==> src/rtl/right_arith_shift_seq_if.sv <==
// Start/busy/done handshake and operand/result bus for the sequential arithmetic right shifter.
interface right_arith_shift_seq_if #(
  parameter int unsigned WIDTH = 16,
  parameter int unsigned SHW   = 4
) ();
  logic             start;
  logic [WIDTH-1:0] A;
  logic [SHW-1:0]   SHAMT;
  logic             busy;
  logic             done;
  logic [WIDTH-1:0] Y;
  logic             LOST;

  modport master (
    output start, A, SHAMT,
    input  busy, done, Y, LOST
  );

  modport slave (
    input  start, A, SHAMT,
    output busy, done, Y, LOST
  );
endinterface

==> src/rtl/right_arith_shift_seq.sv <==
// Multi-cycle arithmetic right shifter: one bit per clock with sign fill,
// flags any 1 bit shifted out of bit 0 as LOST.
module right_arith_shift_seq #(
  parameter int unsigned WIDTH = 16,
  parameter int unsigned SHW   = 4
) (
  input  logic                   clk,
  input  logic                   rst,
  right_arith_shift_seq_if.slave bus
);

  typedef enum logic [1:0] {
    S_IDLE  = 2'd0,
    S_SHIFT = 2'd1,
    S_DONE  = 2'd2
  } state_t;

  state_t           r_state;
  logic [WIDTH-1:0] r_sr;
  logic [SHW-1:0]   r_cnt;
  logic             r_lacc;
  logic             r_busy;
  logic             r_done;
  logic [WIDTH-1:0] r_y;
  logic             r_lost;

  logic [WIDTH-1:0] w_sr_next;
  logic             w_lost_next;

  // One-position sign-replicating shift and running OR of the bits leaving bit 0.
  assign w_sr_next   = {r_sr[WIDTH-1], r_sr[WIDTH-1:1]};
  assign w_lost_next = r_lacc | r_sr[0];

  always_ff @(posedge clk) begin
    if (rst) begin
      r_state <= S_IDLE;
      r_sr    <= '0;
      r_cnt   <= '0;
      r_lacc  <= 1'b0;
      r_busy  <= 1'b0;
      r_done  <= 1'b0;
      r_y     <= '0;
      r_lost  <= 1'b0;
    end else begin
      case (r_state)
        S_IDLE: begin
          if (bus.start) begin
            r_sr   <= bus.A;
            r_cnt  <= bus.SHAMT;
            r_lacc <= 1'b0;
            r_busy <= 1'b1;
            if (bus.SHAMT != SHW'(0)) begin
              r_state <= S_SHIFT;
            end else begin
              // Zero shift completes immediately with the operand unchanged.
              r_state <= S_DONE;
              r_done  <= 1'b1;
              r_y     <= bus.A;
              r_lost  <= 1'b0;
            end
          end
        end

        S_SHIFT: begin
          r_sr   <= w_sr_next;
          r_lacc <= w_lost_next;
          r_cnt  <= r_cnt - SHW'(1);
          if (r_cnt == SHW'(1)) begin
            r_state <= S_DONE;
            r_done  <= 1'b1;
            r_y     <= w_sr_next;
            r_lost  <= w_lost_next;
          end
        end

        S_DONE: begin
          r_state <= S_IDLE;
          r_done  <= 1'b0;
          r_busy  <= 1'b0;
        end

        default: begin
          r_state <= S_IDLE;
          r_done  <= 1'b0;
          r_busy  <= 1'b0;
        end
      endcase
    end
  end

  assign bus.busy = r_busy;
  assign bus.done = r_done;
  assign bus.Y    = r_y;
  assign bus.LOST = r_lost;

  // Handshake invariants: busy mirrors the state, done is a single-cycle pulse inside busy.
  a_busy_state : assert property (@(posedge clk) disable iff (rst)
    r_busy == (r_state != S_IDLE));
  a_done_busy : assert property (@(posedge clk) disable iff (rst)
    r_done |-> r_busy);
  a_done_pulse : assert property (@(posedge clk) disable iff (rst)
    r_done |=> !r_done);

endmodule
==> src/flat_wrapper.sv <==
// flat-port wrapper written by rule: the top's interface ports become plain ports
module right_arith_shift_seq_flat 
#(
  parameter int unsigned WIDTH = 16,
  parameter int unsigned SHW   = 4
)
  (clk, rst, bus_start, bus_A, bus_SHAMT, bus_busy, bus_done, bus_Y, bus_LOST);
  right_arith_shift_seq_if #(.WIDTH(WIDTH), .SHW(SHW)) bus_i ();
  input  logic clk;
  input  logic rst;
  input wire logic [$bits(bus_i.start)-1:0] bus_start;
  input wire logic [$bits(bus_i.A)-1:0] bus_A;
  input wire logic [$bits(bus_i.SHAMT)-1:0] bus_SHAMT;
  output wire logic [$bits(bus_i.busy)-1:0] bus_busy;
  output wire logic [$bits(bus_i.done)-1:0] bus_done;
  output wire logic [$bits(bus_i.Y)-1:0] bus_Y;
  output wire logic [$bits(bus_i.LOST)-1:0] bus_LOST;
  assign bus_i.start = bus_start;
  assign bus_i.A = bus_A;
  assign bus_i.SHAMT = bus_SHAMT;
  assign bus_busy = bus_i.busy;
  assign bus_done = bus_i.done;
  assign bus_Y = bus_i.Y;
  assign bus_LOST = bus_i.LOST;
  right_arith_shift_seq #(.WIDTH(WIDTH), .SHW(SHW)) u_core (.clk(clk), .rst(rst), .bus(bus_i));
endmodule
==> config.mk <==
export PLATFORM = sky130hd
export DESIGN_NAME = right_arith_shift_seq_flat
export DESIGN_NICKNAME = d
export VERILOG_FILES = /design/src/rtl/right_arith_shift_seq_if.sv /design/src/rtl/right_arith_shift_seq.sv /design/src/flat_wrapper.sv
export SDC_FILE = /design/constraint.sdc
export NUM_CORES = 1
export LEC_CHECK = 0
export ABC_AREA = 1
export CORE_MARGIN = 3
export CORE_UTILIZATION = 49
export DETAILED_ROUTE_END_ITERATION = 8
export GPL_TIMING_DRIVEN = 0
export PLACE_DENSITY = 0.83
export SETUP_SLACK_MARGIN = 0.3
export SLEW_MARGIN = 20
export SYNTH_ARGS = -nofsm -noshare
export SYNTH_HDL_FRONTEND = slang
export SYNTH_SLANG_ARGS = --single-unit
==> constraint.sdc <==
create_clock -name clk -period 1.81 [get_ports clk]
set_input_delay 0.4525 -clock clk [delete_from_list [all_inputs] [get_ports clk]]
set_output_delay 0.4525 -clock clk [all_outputs]
set_load 0.005 [all_outputs]
==> results of run 1 <==
metal layers:
metal / track usage, % / up-vias
li1: - / 1128
met1: 27.4 / 987
met2: 33.5 / 84
met3: 4.35 / 6
met4: 6.68 / 0
met5: 0 / -
kinds of logic after synthesis:
kind of cell | synth area share [%]
compound gates | 7.53
fa+ha+maj | 1.18
buf+inv | 16.7
flops | 39.6
simple gates | 35.0
flip-flops by register name, indices dropped and copies added, names as in the netlist:
register,flops
u_core.r_cnt,4
u_core.bus.LOST,1
u_core.r_sr,16
u_core.bus.Y,16
u_core.r_state,2
u_core.r_lacc,1
u_core.bus.done,1
u_core.bus.busy,1
Yosys cell counts, drive strengths merged:
cell and count:
nand3b 1, a21oi 24, nand3 10, or2 1, nand4 15, ha 2
inv 68, buf 15, nand2 121, nor2 32, clkbuf 2, o21ai 6
o22ai 1, clkinv 1, dfxtp 42
power groups by stage:
stage,registers (W),clock network (W),logic (W)
after floorplan,0.00113,0,0.000519
after global placement,0.00112,0,0.000796
after detailed placement,0.00113,0,0.000809
after CTS,0.00111,0.000637,0.000827
after global routing,0.00113,0.000667,0.00101
final,0.00111,0.000623,0.000893
worst max-delay path by stage:
stage | from | end | slack (ps) | depth (start not counted)
floorplan | bus_start | u_core.r_sr[11]$_SDFFE_PP0P_ | 510 | 7
global placement | bus_start | u_core.r_sr[2]$_SDFFE_PP0P_ | -160 | 8
detailed placement | bus_start | u_core.r_sr[3]$_SDFFE_PP0P_ | -180 | 8
CTS | bus_start | u_core.r_sr[3]$_SDFFE_PP0P_ | 290 | 8
global route | u_core.r_cnt[1]$_SDFFE_PP0P_ | u_core.bus.Y[14]$_SDFFE_PP0P_ | 290 | 9
finish | u_core.r_cnt[1]$_SDFFE_PP0P_ | u_core.bus.Y[15]$_SDFFE_PP0P_ | 400 | 8
repair_timing:
item | in CTS | in global routing
gates cloned | 0 | 1
resized for setup | 35 | 18
buffers inserted | 2 | 2
pin swaps | 1 | 5
endpoints found under the setup margin | 48 | 36
hold endpoints to repair | 0 | 0
final cells by class:
type | count | area share (%)
multi-input combinational | 213 | 33.9
inverter | 69 | 9.17
timing repair buffer | 45 | 16.6
buffer | 17 | 4.79
sequential | 42 | 30.1
clock buffer | 7 | 3.06
clock inverter | 1 | 0.177
tap | 50 | 2.22
through the flow:
stage | cell area (sq um) | TNS (ps) | hold slack, ps
finish | 2820 | 0 | 430
global route | 2820 | 0 | 432
detailed placement | 2590 | -2410 | 442
floorplan | 2130 | 0 | 426
global placement | 2590 | -1960 | 435
CTS | 2740 | 0 | 420
worst max-delay path: cells and delay by family, from the launching register on:
kind / cells / cell delay [ps]
buffers and inverters: 2 / 260
DFF: 1 / 320
adders and majority gates: 1 / 160
and+or+nand+nor: 5 / 570
==> qor.yml, run 1 <==
global_routing:
  grt_max_degree: 13
  first_global_vias: 2020
  antenna_found_initial: 0
  track_usage_pct: 20.6
  grt_pass1_wl_um: 8550
  grt_overflow_total: 0
detailed_routing:
  viasPerCell: 4.97
  top_layer_used: "met4"
  vias: 2205
  ant_nets: 0
  firstDrtPassIters: 5
  drcViolationCount: 0
  met2WireLength_um: 2460
  wl_met1_um: 2410
  routedWlPerCell_um: 11.9
  drt_iter0_markers: 167
  routed_wl_um: 5290
  routed-wl-met3_um: 369
synth:
  synth_top_area_share_pct: 39.6
  yosys.area.top_type: "dfxtp_1"
  syn_nets: 366
  ys_seq_area_share_pct: 39.6
  syn_inst: 341
  yosysWarnings: 0
  synthTopCellsByArea: "dfxtp_1 (40%), nand2_1 (21%), inv_1 (12%)"
  ys_types: 22
  syn_area_per_cell_sq_um: 6.23
  mappedNetlistArea_sq_mm: 0.00213
  yosys_register_bits: 42
sta:
  hold_violations: 0
  finalMaxSlewViolations: 0
  fin_crit_sh_pct: 78.2
  period_minus_slack_ps: 1410
  max_slew_margin_pct: 70.2
  worst_pin_slew_ps: 447
  skew_ps: 5.90
  max_freq_ghz: 0.707
  setup_slack_ps: 395
  finalSetupViolCount: 0
  rsz0062_at_grt: "yes"
critical_path:
  r2r-end: "u_core.bus.Y[15]$_SDFFE_PP0P_"
  endpoint_kind: "flip-flop"
  path_class: "flip-flop to flip-flop"
  critPathSlowestCell: "dfxtp_1"
  cp.arrival_ps: 1610
  reg2regPathDepth: 8
  critPathMaxFanout: 9
  critPathLaunchType: "flip-flop"
  reg2reg_setup_slack_ps: 400
  r2r-start: "u_core.r_cnt[1]$_SDFFE_PP0P_"
  path_cells: "inv_1, ha_1, nand2_1, nand2_2, nand3_4, buf_8, nor2_1, nor2_2"
  cp_data_required_time_ps: 2000
  slowest_delay_ps: 320
layout:
  final_common_cell: "nand2_1"
  area.sequential_sq_um: 850
  nets: 418
  n_fill_cell: 343
  antenna_cells: 0
  final_cell_mix: "nand2_1 (118), inv_1 (65), dfxtp_1 (35)"
  fin_cells: 444
  post-route-util_pct: 69.1
  multi_input_area_sq_um: 957
  areaGrowthSynthToFinish_pct: 32.8
  drive_gt1_share_pct: 11.9
run_status:
  status: "complete, no violations"
min_path:
  hp-start: "rst"
  min_path_cells: 2
  worstHoldPathType: "input port to flip-flop"
  min_to: "u_core.r_state[1]$_SDFFE_PP0P_"
power_and_ir_drop:
  switchingPower_w: 0.000872
  pwr-share-seq_pct: 42.3
  swShare_pct: 33.2
  internal_power_w: 0.00175
  power.density_mw_per_mm2: 930
  finalPower_w: 0.00263
  clkPwrFrac_pct: 23.7
  ir_worst_vdd_mv: 0.472
  pwr-share-comb_pct: 34.0
  leakagePower_nw: 1.56
die:
  pin_count: 42
  coreArea_sq_mm: 0.00409
  dieArea_sq_mm: 0.00516
  fp.dieH_um: 71.9
  die_width_um: 71.9
  rows: 23
  initial_core_util_pct: 52.0
clock_network:
  path_clk_slew_ps: 70
  cts_max_level: 2
  cts_buffer_depth: 2
  root_buffer: "clkbuf_8"
  ctsHoldBuffers: 0
  cts_inserted_buffers: 5
  clock_sinks: 42
  clkLatencyLatePin_ps: 290
  cts_tree: "built"
placement:
  place.detailed.instances: 431
  preCtsSetupSlack_ps: -181
  gp_congestion: 0.877
  dp_hpwl_um: 3580
  port-buffer-count: 40
run:
  max-cap-violations: 0
(Power assumes the default switching activity.)
==> run 2: changes to the inputs <==
--- a/config.mk
+++ b/config.mk
@@ -7,10 +7,10 @@
 export LEC_CHECK = 0
 export ABC_AREA = 1
 export CORE_MARGIN = 3
-export CORE_UTILIZATION = 49
+export CORE_UTILIZATION = 46
 export DETAILED_ROUTE_END_ITERATION = 8
 export GPL_TIMING_DRIVEN = 0
-export PLACE_DENSITY = 0.83
+export PLACE_DENSITY = 0.82
 export SETUP_SLACK_MARGIN = 0.3
 export SLEW_MARGIN = 20
 export SYNTH_ARGS = -nofsm -noshare
==> constraint.sdc (replaced) <==
create_clock -name clk -period 1.2 [get_ports clk]
set_input_delay 0.3 -clock clk [delete_from_list [all_inputs] [get_ports clk]]
set_output_delay 0.3 -clock clk [all_outputs]
set_load 0.005 [all_outputs]
==> run 2 against run 1 <==
The run now ends with setup timing left. Clock-buffer cell count fell by 1. Global-route usage increased by 2.0 points. Combinational power grew 98%. Sequential power is 54% higher. Die area is 6.0% higher. Design area grew 12%. Register-to-register slack worse by 500 ps. Clock skew about the same. Total power is 70% higher. Critical path type is now input port to flip-flop. Largest power group is now combinational logic.
==> qor.yml, run 2 (same netlist as run 1, synthesis figures left out) <==
run_status:
  status: "complete, but fails checks"
  violations: "setup timing"
detailed_routing:
  vias: 2429  # +10%
  routedWlPerCell_um: 14.2  # +19%
  firstDrtPassIters: 5  # unchanged
  drcViolationCount: 0  # unchanged
  routed_wl_um: 6580  # +24%
  drt_iter0_markers: 202  # +21%
  ant_nets: 0  # unchanged
  viasPerCell: 5.25  # +5.6%
layout:
  n_fill_cell: 321  # -6.4%
  final_common_cell: "nand2_1"
  areaGrowthSynthToFinish_pct: 48.1
  final_cell_mix: "nand2_1 (94), inv_1 (56), nor2_1 (26)"
  antenna_cells: 0  # unchanged
  nets: 435  # +4.1%
  drive_gt1_share_pct: 35.8  # +24 points
die:
  pin_count: 42  # unchanged
  fp.dieH_um: 74.0  # +2.9%
  initial_core_util_pct: 48.2  # -3.9 points
  coreArea_sq_mm: 0.00441  # +8.0%
  dieArea_sq_mm: 0.00547  # +6.0%
  rows: 24  # +4.3%
  die_width_um: 74.0  # +2.9%
critical_path:
  cp_data_required_time_ps: 1440  # -560 ps
  crit_family: "buffers and inverters"
  crit_path_frequent_cell: "nand2_1"
  critPathMaxFanout: 5  # -4
  critPathSlowestCell: "dlygate4sd2_1"
  path_cells: "dlygate4sd2_1, inv_1, a21oi_4, nand3_4, buf_8, nand2_1, nand2_1, nor2_1"
  crit_buf_inv: 3  # +1
  endpoint_kind: "flip-flop"
  cp.arrival_ps: 1540  # -70 ps
  slowest_delay_ps: 300  # -20 ps
  path_class: "input port to flip-flop"
  critPathLaunchType: "input port"
placement:
  gp_congestion: 0.856  # -2.4%
  port-buffer-count: 40  # unchanged
  dp_hpwl_um: 3780  # +5.7%
global_routing:
  first_global_vias: 2102  # +4.1%
  grt_overflow_total: 0  # unchanged
  grt_pass1_wl_um: 9520  # +11%
  track_usage_pct: 22.6  # +2.0 points
  antenna_found_initial: 0  # unchanged
  grt_max_degree: 14  # +1
clock_network:
  clkLatencyLatePin_ps: 300  # about the same
  root_buffer: "clkbuf_8"
  ctsHoldBuffers: 0  # unchanged
  cts_buffer_depth: 2  # unchanged
  cts_max_level: 2  # unchanged
  clock_sinks: 42  # unchanged
  cts_tree: "built"
  cts_inserted_buffers: 5  # unchanged
  path_clk_slew_ps: 90  # +20 ps
power_and_ir_drop:
  leakagePower_nw: 1.63  # +4.1%
  power.density_mw_per_mm2: 1420  # +53%
  ir_worst_vdd_mv: 0.879  # +86%
sta:
  fin_crit_sh_pct: 109
  finalMaxSlewViolations: 0  # unchanged
  max_slew_margin_pct: 83.4  # +13 points
  rsz0062_at_grt: "yes"
  period_minus_slack_ps: 1300
  setup_tns_ps: -2080  # -2080 ps
  whs_ps: 225  # -205 ps
  setup_slack_ps: -103  # -498 ps
  hold_violations: 0  # unchanged
  worst_pin_slew_ps: 248  # -199 ps
  finalSetupViolCount: 38  # +38
  max_freq_ghz: 0.767
  skew_ps: 6.04  # +0.133 ps
run:
  max-cap-violations: 0  # unchanged
min_path:
  worstHoldPathType: "input port to flip-flop"
## run 2: final timing paths
kind | end | slack (ps) | cells after the start | startpoint
worst min-delay path | u_core.r_state[0]$_SDFFE_PP0P_ | 220 | 2 | rst
worst max-delay path | u_core.bus.Y[15]$_SDFFE_PP0P_ | -100 | 8 | bus_start
worst min register to register | u_core.r_sr[5]$_SDFFE_PP0P_ | 450 | 2 | u_core.r_sr[5]$_SDFFE_PP0P_
worst max register to register | u_core.bus.Y[15]$_SDFFE_PP0P_ | -100 | 9 | u_core.r_cnt[1]$_SDFFE_PP0P_
## run 2: per-stage QoR
step | utilization, % | setup slack [ps] | cells | area [sq um] | total power, W
6_report | 71.3 | -103 | 463 | 3150 | 0.00448
5_1_grt | 71.3 | -185 | 463 | 3150 | 0.00471
4_1_cts | 66.4 | -54.7 | 455 | 2930 | 0.00416
3_5_place_dp | 62.0 | -542 | 433 | 2740 | 0.00307
3_3_place_gp | 62.0 | -541 | 433 | 2740 | 0.00303
2_1_floorplan | - | 93.6 | 341 | 2270 | 0.00262
## run 2: cell type report
| class | count | area [sq um] | share of cell area, % |
|---|---|---|---|
| Tap cell | 52 | 65.1 | 2.07 |
| Multi-Input combinational cell | 213 | 1100 | 34.9 |
| Inverter | 69 | 274 | 8.70 |
| Clock buffer | 6 | 82.6 | 2.62 |
| Clock inverter | 2 | 11.3 | 0.358 |
| Timing Repair Buffer | 62 | 562 | 17.8 |
| Buffer | 17 | 181 | 5.76 |
| Sequential cell | 42 | 875 | 27.8 |
## run 2: timing repair
action,CTS,global route
pin swaps,11,23
gates resized for setup,108,55
buffers inserted,10,6
cloned,4,2
setup endpoints to repair,61,61
## run 2: worst register-to-register path, cell delays in order, from the launching register on
cell and delay [ps]:
dfxtp_2 340, inv_2 80, ha_4 120, nand2_2 60, nand2_4 100, nand3_4 150, buf_8 190, nand2_1 60
nand2_1 50, nor2_1 90
## run 2: report_power, final
group | internal (W) | leakage [nW] | switching [W]
Clock | 0.000465 | 0.0515 | 0.000526
Combinational | 0.000808 | 1.22 | 0.000966
Sequential | 0.00161 | 0.356 | 0.000103
Total | 0.00288 | 1.63 | 0.00159
## run 2: layer usage
metal / wire length, um / global-route usage (%) / part of all wire [%]
met5: 0 / 0 / 0
met2: 3210 / 38.0 / 49
met3: 487 / 4.05 / 7.4
met1: 2570 / 28.6 / 39
met4: 311 / 9.46 / 4.7
==> run 3: changes to the inputs <==
--- a/config.mk
+++ b/config.mk
@@ -8,6 +8,7 @@
 export ABC_AREA = 1
 export CORE_MARGIN = 3
 export CORE_UTILIZATION = 46
+export CTS_CLUSTER_SIZE = 16
 export DETAILED_ROUTE_END_ITERATION = 8
 export GPL_TIMING_DRIVEN = 0
 export PLACE_DENSITY = 0.82
==> results of run 3 <==
Same layout as run 2: the final DEF is identical, and so are final timing and power.
